<file path="src/rtl/rv32i_types.sv">
// Shared RV32 datapath types: multiply-op encoding and operand-signedness helpers.
package rv32i_types;

    localparam int MUL_OP_W = 2;

    typedef enum logic [MUL_OP_W-1:0] {
        MUL    = 2'b00,
        MULH   = 2'b01,
        MULHSU = 2'b10,
        MULHU  = 2'b11
    } mul_op_e;

    // rs1 is treated as signed for MULH and MULHSU
    function automatic logic mul_op_is_signed_a(input mul_op_e op);
        return (op == MULH) || (op == MULHSU);
    endfunction

    // rs2 is treated as signed for MULH only
    function automatic logic mul_op_is_signed_b(input mul_op_e op);
        return (op == MULH);
    endfunction

endpackage

</file>
<file path="src/rtl/mul_accum_stage.sv">
// One partial-product accumulation stage of the pipelined multiplier.
// Adds |a| * (next CH-bit chunk of |b|) shifted to this stage's bit offset
// into the running 2*WIDTH accumulator. The LAST stage also applies the sign
// and selects the requested product half, and its result/tag registers are
// the block's output registers.
module mul_accum_stage
    import rv32i_types::*;
#(
    parameter int WIDTH     = 32,
    parameter int CH        = 8,
    parameter int STAGE_IDX = 1,
    parameter int TAG_W     = 6,
    parameter bit LAST      = 1'b0
) (
    input  logic                 clk,
    input  logic                 rst_n,
    input  logic                 advance,
    input  logic                 clear,
    input  logic                 valid_in,
    input  logic [2*WIDTH-1:0]   acc_in,
    input  logic [WIDTH-1:0]     a_in,
    input  logic [WIDTH-1:0]     b_in,
    input  logic                 neg_in,
    input  mul_op_e              op_in,
    input  logic [TAG_W-1:0]     tag_in,
    output logic                 valid_q,
    output logic [2*WIDTH-1:0]   acc_q,
    output logic [WIDTH-1:0]     a_q,
    output logic [WIDTH-1:0]     b_q,
    output logic                 neg_q,
    output mul_op_e              op_q,
    output logic [TAG_W-1:0]     tag_q,
    output logic [WIDTH-1:0]     result_q
);

    localparam int PW     = 2 * WIDTH;
    localparam int OFFSET = (STAGE_IDX - 1) * CH;

    logic             load;
    logic [CH-1:0]    chunk;
    logic [PW-1:0]    pp;
    logic [PW-1:0]    acc_sum;
    logic [WIDTH-1:0] b_next;

    // Apply the sign to the magnitude product and pick the requested half
    function automatic logic [WIDTH-1:0] finalize(input logic [PW-1:0] sum,
                                                  input logic          neg,
                                                  input mul_op_e       op);
        logic [PW-1:0] prod;
        prod = neg ? (~sum + {{(PW-1){1'b0}}, 1'b1}) : sum;
        return (op == MUL) ? prod[WIDTH-1:0] : prod[PW-1:WIDTH];
    endfunction

    // Data only moves when the pipe advances with a real op; a flush wins
    assign load = advance && valid_in && !clear;

    // Partial product for this stage's chunk; remaining |b| bits shift down,
    // so a short final chunk is naturally zero-extended
    always_comb begin
        chunk   = b_in[CH-1:0];
        pp      = ({{WIDTH{1'b0}}, a_in} * {{(PW-CH){1'b0}}, chunk}) << OFFSET;
        acc_sum = acc_in + pp;
        b_next  = b_in >> CH;
    end

    // Stage valid bit: bubbles propagate, stall holds, flush clears
    always_ff @(posedge clk or negedge rst_n) begin
        if (!rst_n) begin
            valid_q <= 1'b0;
        end else if (clear) begin
            valid_q <= 1'b0;
        end else if (advance) begin
            valid_q <= valid_in;
        end
    end

    // Accumulator and travelling operand state, held on stall and bubbles
    always_ff @(posedge clk) begin
        if (load) begin
            acc_q <= acc_sum;
            a_q   <= a_in;
            b_q   <= b_next;
            neg_q <= neg_in;
            op_q  <= op_in;
        end
    end

    if (LAST) begin : g_last
        // Output register: visible result and tag, cleared by reset
        always_ff @(posedge clk or negedge rst_n) begin
            if (!rst_n) begin
                tag_q    <= '0;
                result_q <= '0;
            end else if (load) begin
                tag_q    <= tag_in;
                result_q <= finalize(acc_sum, neg_in, op_in);
            end
        end
    end else begin : g_mid
        // Tag travels with the op through intermediate stages
        always_ff @(posedge clk) begin
            if (load) begin
                tag_q <= tag_in;
            end
        end
        assign result_q = '0;
    end

endmodule

</file>
<file path="src/rtl/pipelined_multiplier.sv">
// Fully pipelined RV32M-style multiplier (MUL/MULH/MULHSU/MULHU), one op per
// cycle, latency STAGES, in-order, with a tag carried alongside each op.
// Optional build macro MUL_FLUSH_EN adds a synchronous flush input that
// discards everything in flight.
module pipelined_multiplier
    import rv32i_types::*;
#(
    parameter int WIDTH  = 32,
    parameter int STAGES = 4,
    parameter int TAG_W  = 6
) (
    input  logic             clk,
    input  logic             rst_n,
`ifdef MUL_FLUSH_EN
    input  logic             flush,
`endif
    input  logic             in_valid,
    output logic             in_ready,
    input  mul_op_e          in_op,
    input  logic [WIDTH-1:0] in_a,
    input  logic [WIDTH-1:0] in_b,
    input  logic [TAG_W-1:0] in_tag,
    output logic             out_valid,
    input  logic             out_ready,
    output logic [WIDTH-1:0] out_result,
    output logic [TAG_W-1:0] out_tag,
    output logic             busy
);

    localparam int CH = (WIDTH + STAGES - 1) / STAGES;
    localparam int PW = 2 * WIDTH;

    // Index 0 is the combinational preprocessed input; k is stage k's registers
    logic             valid_s  [0:STAGES];
    logic [PW-1:0]    acc_s    [0:STAGES];
    logic [WIDTH-1:0] a_s      [0:STAGES];
    logic [WIDTH-1:0] b_s      [0:STAGES];
    logic             neg_s    [0:STAGES];
    mul_op_e          op_s     [0:STAGES];
    logic [TAG_W-1:0] tag_s    [0:STAGES];
    logic [WIDTH-1:0] result_s [0:STAGES];

    logic clear;
    logic stall;
    logic advance;
    logic a_neg;
    logic b_neg;

`ifdef MUL_FLUSH_EN
    assign clear = flush;
`else
    assign clear = 1'b0;
`endif

    // Whole pipe, output register included, freezes while the result is refused
    assign stall    = out_valid && !out_ready;
    assign advance  = !stall;
    assign in_ready = !stall && !clear;

    // Operand preprocessing: effective signs, magnitudes and result sign
    always_comb begin
        a_neg       = mul_op_is_signed_a(in_op) && in_a[WIDTH-1];
        b_neg       = mul_op_is_signed_b(in_op) && in_b[WIDTH-1];
        valid_s[0]  = in_valid && in_ready;
        acc_s[0]    = '0;
        a_s[0]      = a_neg ? (~in_a + {{(WIDTH-1){1'b0}}, 1'b1}) : in_a;
        b_s[0]      = b_neg ? (~in_b + {{(WIDTH-1){1'b0}}, 1'b1}) : in_b;
        neg_s[0]    = (a_neg ^ b_neg) && (in_a != '0) && (in_b != '0);
        op_s[0]     = in_op;
        tag_s[0]    = in_tag;
        result_s[0] = '0;
    end

    for (genvar k = 1; k <= STAGES; k++) begin : g_stage
        mul_accum_stage #(
            .WIDTH     (WIDTH),
            .CH        (CH),
            .STAGE_IDX (k),
            .TAG_W     (TAG_W),
            .LAST      (k == STAGES)
        ) u_stage (
            .clk      (clk),
            .rst_n    (rst_n),
            .advance  (advance),
            .clear    (clear),
            .valid_in (valid_s[k-1]),
            .acc_in   (acc_s[k-1]),
            .a_in     (a_s[k-1]),
            .b_in     (b_s[k-1]),
            .neg_in   (neg_s[k-1]),
            .op_in    (op_s[k-1]),
            .tag_in   (tag_s[k-1]),
            .valid_q  (valid_s[k]),
            .acc_q    (acc_s[k]),
            .a_q      (a_s[k]),
            .b_q      (b_s[k]),
            .neg_q    (neg_s[k]),
            .op_q     (op_s[k]),
            .tag_q    (tag_s[k]),
            .result_q (result_s[k])
        );
    end

    // Busy whenever any stage, including the output stage, holds an op
    always_comb begin
        busy = 1'b0;
        for (int k = 1; k <= STAGES; k++) begin
            busy = busy | valid_s[k];
        end
    end

    assign out_valid  = valid_s[STAGES];
    assign out_result = result_s[STAGES];
    assign out_tag    = tag_s[STAGES];

endmodule

</file>
<file path="config.mk">
export PLATFORM = sky130hd
export DESIGN_NAME = pipelined_multiplier
export DESIGN_NICKNAME = d
export VERILOG_FILES = /design/src/rtl/rv32i_types.sv /design/src/rtl/mul_accum_stage.sv /design/src/rtl/pipelined_multiplier.sv
export SDC_FILE = /design/constraint.sdc
export NUM_CORES = 2
export LEC_CHECK = 0
export ABC_AREA = 1
export CORE_MARGIN = 2
export CORE_UTILIZATION = 50
export DETAILED_ROUTE_END_ITERATION = 8
export PLACE_DENSITY = 0.75
export SETUP_SLACK_MARGIN = 0.3
export SLEW_MARGIN = 20
export SYNTH_ARGS = -nofsm -noshare
export SYNTH_HDL_FRONTEND = slang
export SYNTH_SLANG_ARGS = --single-unit
</file>
<file path="constraint.sdc">
create_clock -name clk -period 6 [get_ports clk]
set_input_delay 1.2 -clock clk [delete_from_list [all_inputs] [get_ports clk]]
set_output_delay 1.2 -clock clk [all_outputs]
set_load 0.02 [all_outputs]
</file>
==> reports/metrics.cfg <==
[detailed_routing]
post_drt_wl_per_cell_um=19.35
route.met2.wl_um=92340
top_layer=met5
viasPerCell=5.270
route.vias.total=51810
drc=0
wl_met3_um=11800
drt_iter0_drc=3937
first_pass_iters=8
met1_length_um=70290
drt_wl_total_um=190200
antenna_left=0

[timing]
fin_ws_ns=-0.8313
finalCriticalPeriod_ns=6.831
hold_slack_ns=0.3964
slew_viol_final=0
tightest_slew_ns=0.9795
max_freq_ghz=0.1464
fin_setup_tns_ns=-21.77
finalHoldViolCount=0
rsz0062_at_grt=true
setup_violations=71
fin_skew_ns=0.04917
timing.final.crit_share_pct=113.9
slew_headroom_pct=34.70

[global_route]
overflow=0
antenna_found_initial=4
grt_pass1_wl_um=297200
grt_max_degree=108
grtUsageTotal_pct=34.55
grt_pass1_vias=55120

[synthesis]
synth_top_family_by_area=adder cells
synth-edff-count=317
synth_top_area_share_pct=26.91
yosysMostFrequentCell=nand2_1
synth_seq_area_share_pct=19.66
ys_ff_latch=359
synthAdderAreaFrac_pct=34.99
synthCells=6952
synth.top_cells.by_count=nand2_1, inv_1, fa_1
synth_compound_area_share_pct=7.657
postSynth.asyncResetShare_pct=11.70
synth_area_leader_cell=fa_1
syn_avg_cell_area_um2=7.736
synth_nets=8098
synth_area_leaders=fa_1, edfxtp_1, nand2_1
synthDistinctLibCells=63
synth_xor_area_share_pct=4.176
synthMuxAreaShare_pct=0
synth_warnings=0
yosys.area_share.simple_pct=21.01
synthFlopType=edfxtp_1
syn-cell-area_mm2=0.05378

[clock_network]
htreeDepth=2
cts-root-buf=clkbuf_16
cts_tree=yes
clk_latency_ns=0.65
ctsLongestPathBuffers=3
clock-sinks=359
path_clk_slew_ns=0.06
cts_made_buffers=44

[setup_path]
crit_top_cell=buf_4
worstReg2RegStart=g_stage[3].u_stage.b_q[4]$_DFFE_PP_
cp.buffers_inverters=20
cp_slowest_cell=fa_1
cp_top_family=buffers and inverters
cpPeakStageDelay_ns=0.54
cp_max_fo=6
crit_path_start=g_stage[3].u_stage.b_q[4]$_DFFE_PP_
arrival_ns=7.36
cp-start-kind=flip-flop
crit_type=reg -> reg
crit_required_ns=6.53
cp-end-kind=flip-flop

[finish]
multi_input_area_mm2=0.04217
nFillCells=8223
drive_gt1_share_pct=32.29
final_cells=9831
final_nets=9536
register_area_mm2=0.01057
syn_to_final_growth_pct=39.96

[hold_path]
hold_class=reg -> reg
min_from=g_stage[2].u_stage.tag_q[3]$_DFFE_PP_

[placement]
placed_cells=9547
hpwl_um=151800
gp_congestion=0.9985
port-buffer-count=116

[floorplanning]
core-area_mm2=0.1069
dieHeight_um=332.0
initial_utilization_pct=50.31
dieWidth_um=332.0
pin_count=117
dieArea_mm2=0.1102
fp-row-count=120

[run_status]
status=finished with violations
violations=negative setup slack

[run]
maxCapViolations=0

[cell type report]
| type | instances | area share, % |
|---|---|---|
| Multi-Input combinational cell | 4829 | 56.03 |
| Timing Repair Buffer | 1611 | 17.88 |
| Sequential cell | 359 | 14.04 |
| Inverter | 1545 | 7.735 |
| Tap cell | 1403 | 2.332 |
| Clock buffer | 56 | 1.606 |
| Clock inverter | 26 | 0.3690 |
| Antenna cell | 2 | 0.006649 |
[stage by stage]
stage               utilization, %  setup WS (ns)  cell area [um^2]
global route                 70.41         -1.076             75270
finish                       70.41        -0.8313             75270
global placement             62.98         -1.392             67330
floorplan                        -        -0.3909             55360
CTS                          68.82        -0.6306             73570
detailed placement           62.98         -1.482             67330
[sequential cells by signal, indices dropped and copies added (netlist names)]
signal / flops
g_stage.u_stage.op_q: 6
g_stage.u_stage.acc_q: 146
g_stage.u_stage.valid_q: 4
g_stage.u_stage.neg_q: 3
g_stage.u_stage.result_q: 32
g_stage.u_stage.b_q: 48
g_stage.u_stage.tag_q: 24
g_stage.u_stage.a_q: 96
[cell families after synthesis]
kind of cell | Yosys count
flops | 359
compound gates | 724
xor+xnor | 253
simple gates | 2782
buf+inv | 1764
fa+ha+maj | 1070
[layout by cell type (no fill, tap or decap), drive strengths merged, types with 11 or more instances in the layout]
| cell type | synthesis | layout |
|---|---|---|
| nand2 | 1892 | 1892 |
| inv | 1538 | 1544 |
| buf | 12 | 1503 |
| fa | 723 | 723 |
| nor2 | 547 | 547 |
| ha | 347 | 347 |
| a21oi | 347 | 347 |
| edfxtp | 317 | 317 |
| o21ai | 201 | 201 |
| nand3 | 194 | 194 |
| xor2 | 160 | 160 |
| xnor2 | 93 | 93 |
| clkdlybuf4s50 | 0 | 89 |
| a31oi | 64 | 64 |
| nor3 | 61 | 61 |
| clkbuf | 207 | 60 |
| dfrtp | 42 | 42 |
| nand4 | 41 | 41 |
| o21bai | 24 | 24 |
| clkinv | 7 | 18 |
| or2 | 18 | 18 |
| a21o | 16 | 16 |
| a21boi | 13 | 13 |
| nand3b | 11 | 11 |
[routing by layer]
metal | vias to the layer above | GRT usage, %
li1 | 24030 | -
met3 | 699 | 4.519
met1 | 25010 | 39.93
met4 | 2 | 22.88
met2 | 2072 | 60.21
met5 | - | 0
[final timing paths]
path	to	slack, ns	cells past startpoint
setup reg to reg	g_stage[4].u_stage.result_q[31]$_DFFE_PN0P_	-0.83	45
setup / recovery	g_stage[4].u_stage.result_q[31]$_DFFE_PN0P_	-0.83	45
hold reg to reg	g_stage[3].u_stage.tag_q[3]$_DFFE_PP_	0.40	0
min in group asynchronous	g_stage[4].u_stage.result_q[29]$_DFFE_PN0P_	0.71	1
hold / removal	g_stage[3].u_stage.tag_q[3]$_DFFE_PP_	0.40	0
max in group asynchronous	g_stage[4].u_stage.result_q[25]$_DFFE_PN0P_	4.67	1
[what timing repair did]
item / 4_1_cts / 5_1_grt
setup buffers: 151 / 40
hold buffers: 0 / 0
endpoints found under the setup margin: 114 / 117
gates resized for setup: 888 / 324
pin swaps: 380 / 173
cloned: 5 / 4
Power is left out: the tool's default activity adds up to more than one toggle a clock period on the data nets, which glitch-free logic cannot reach.
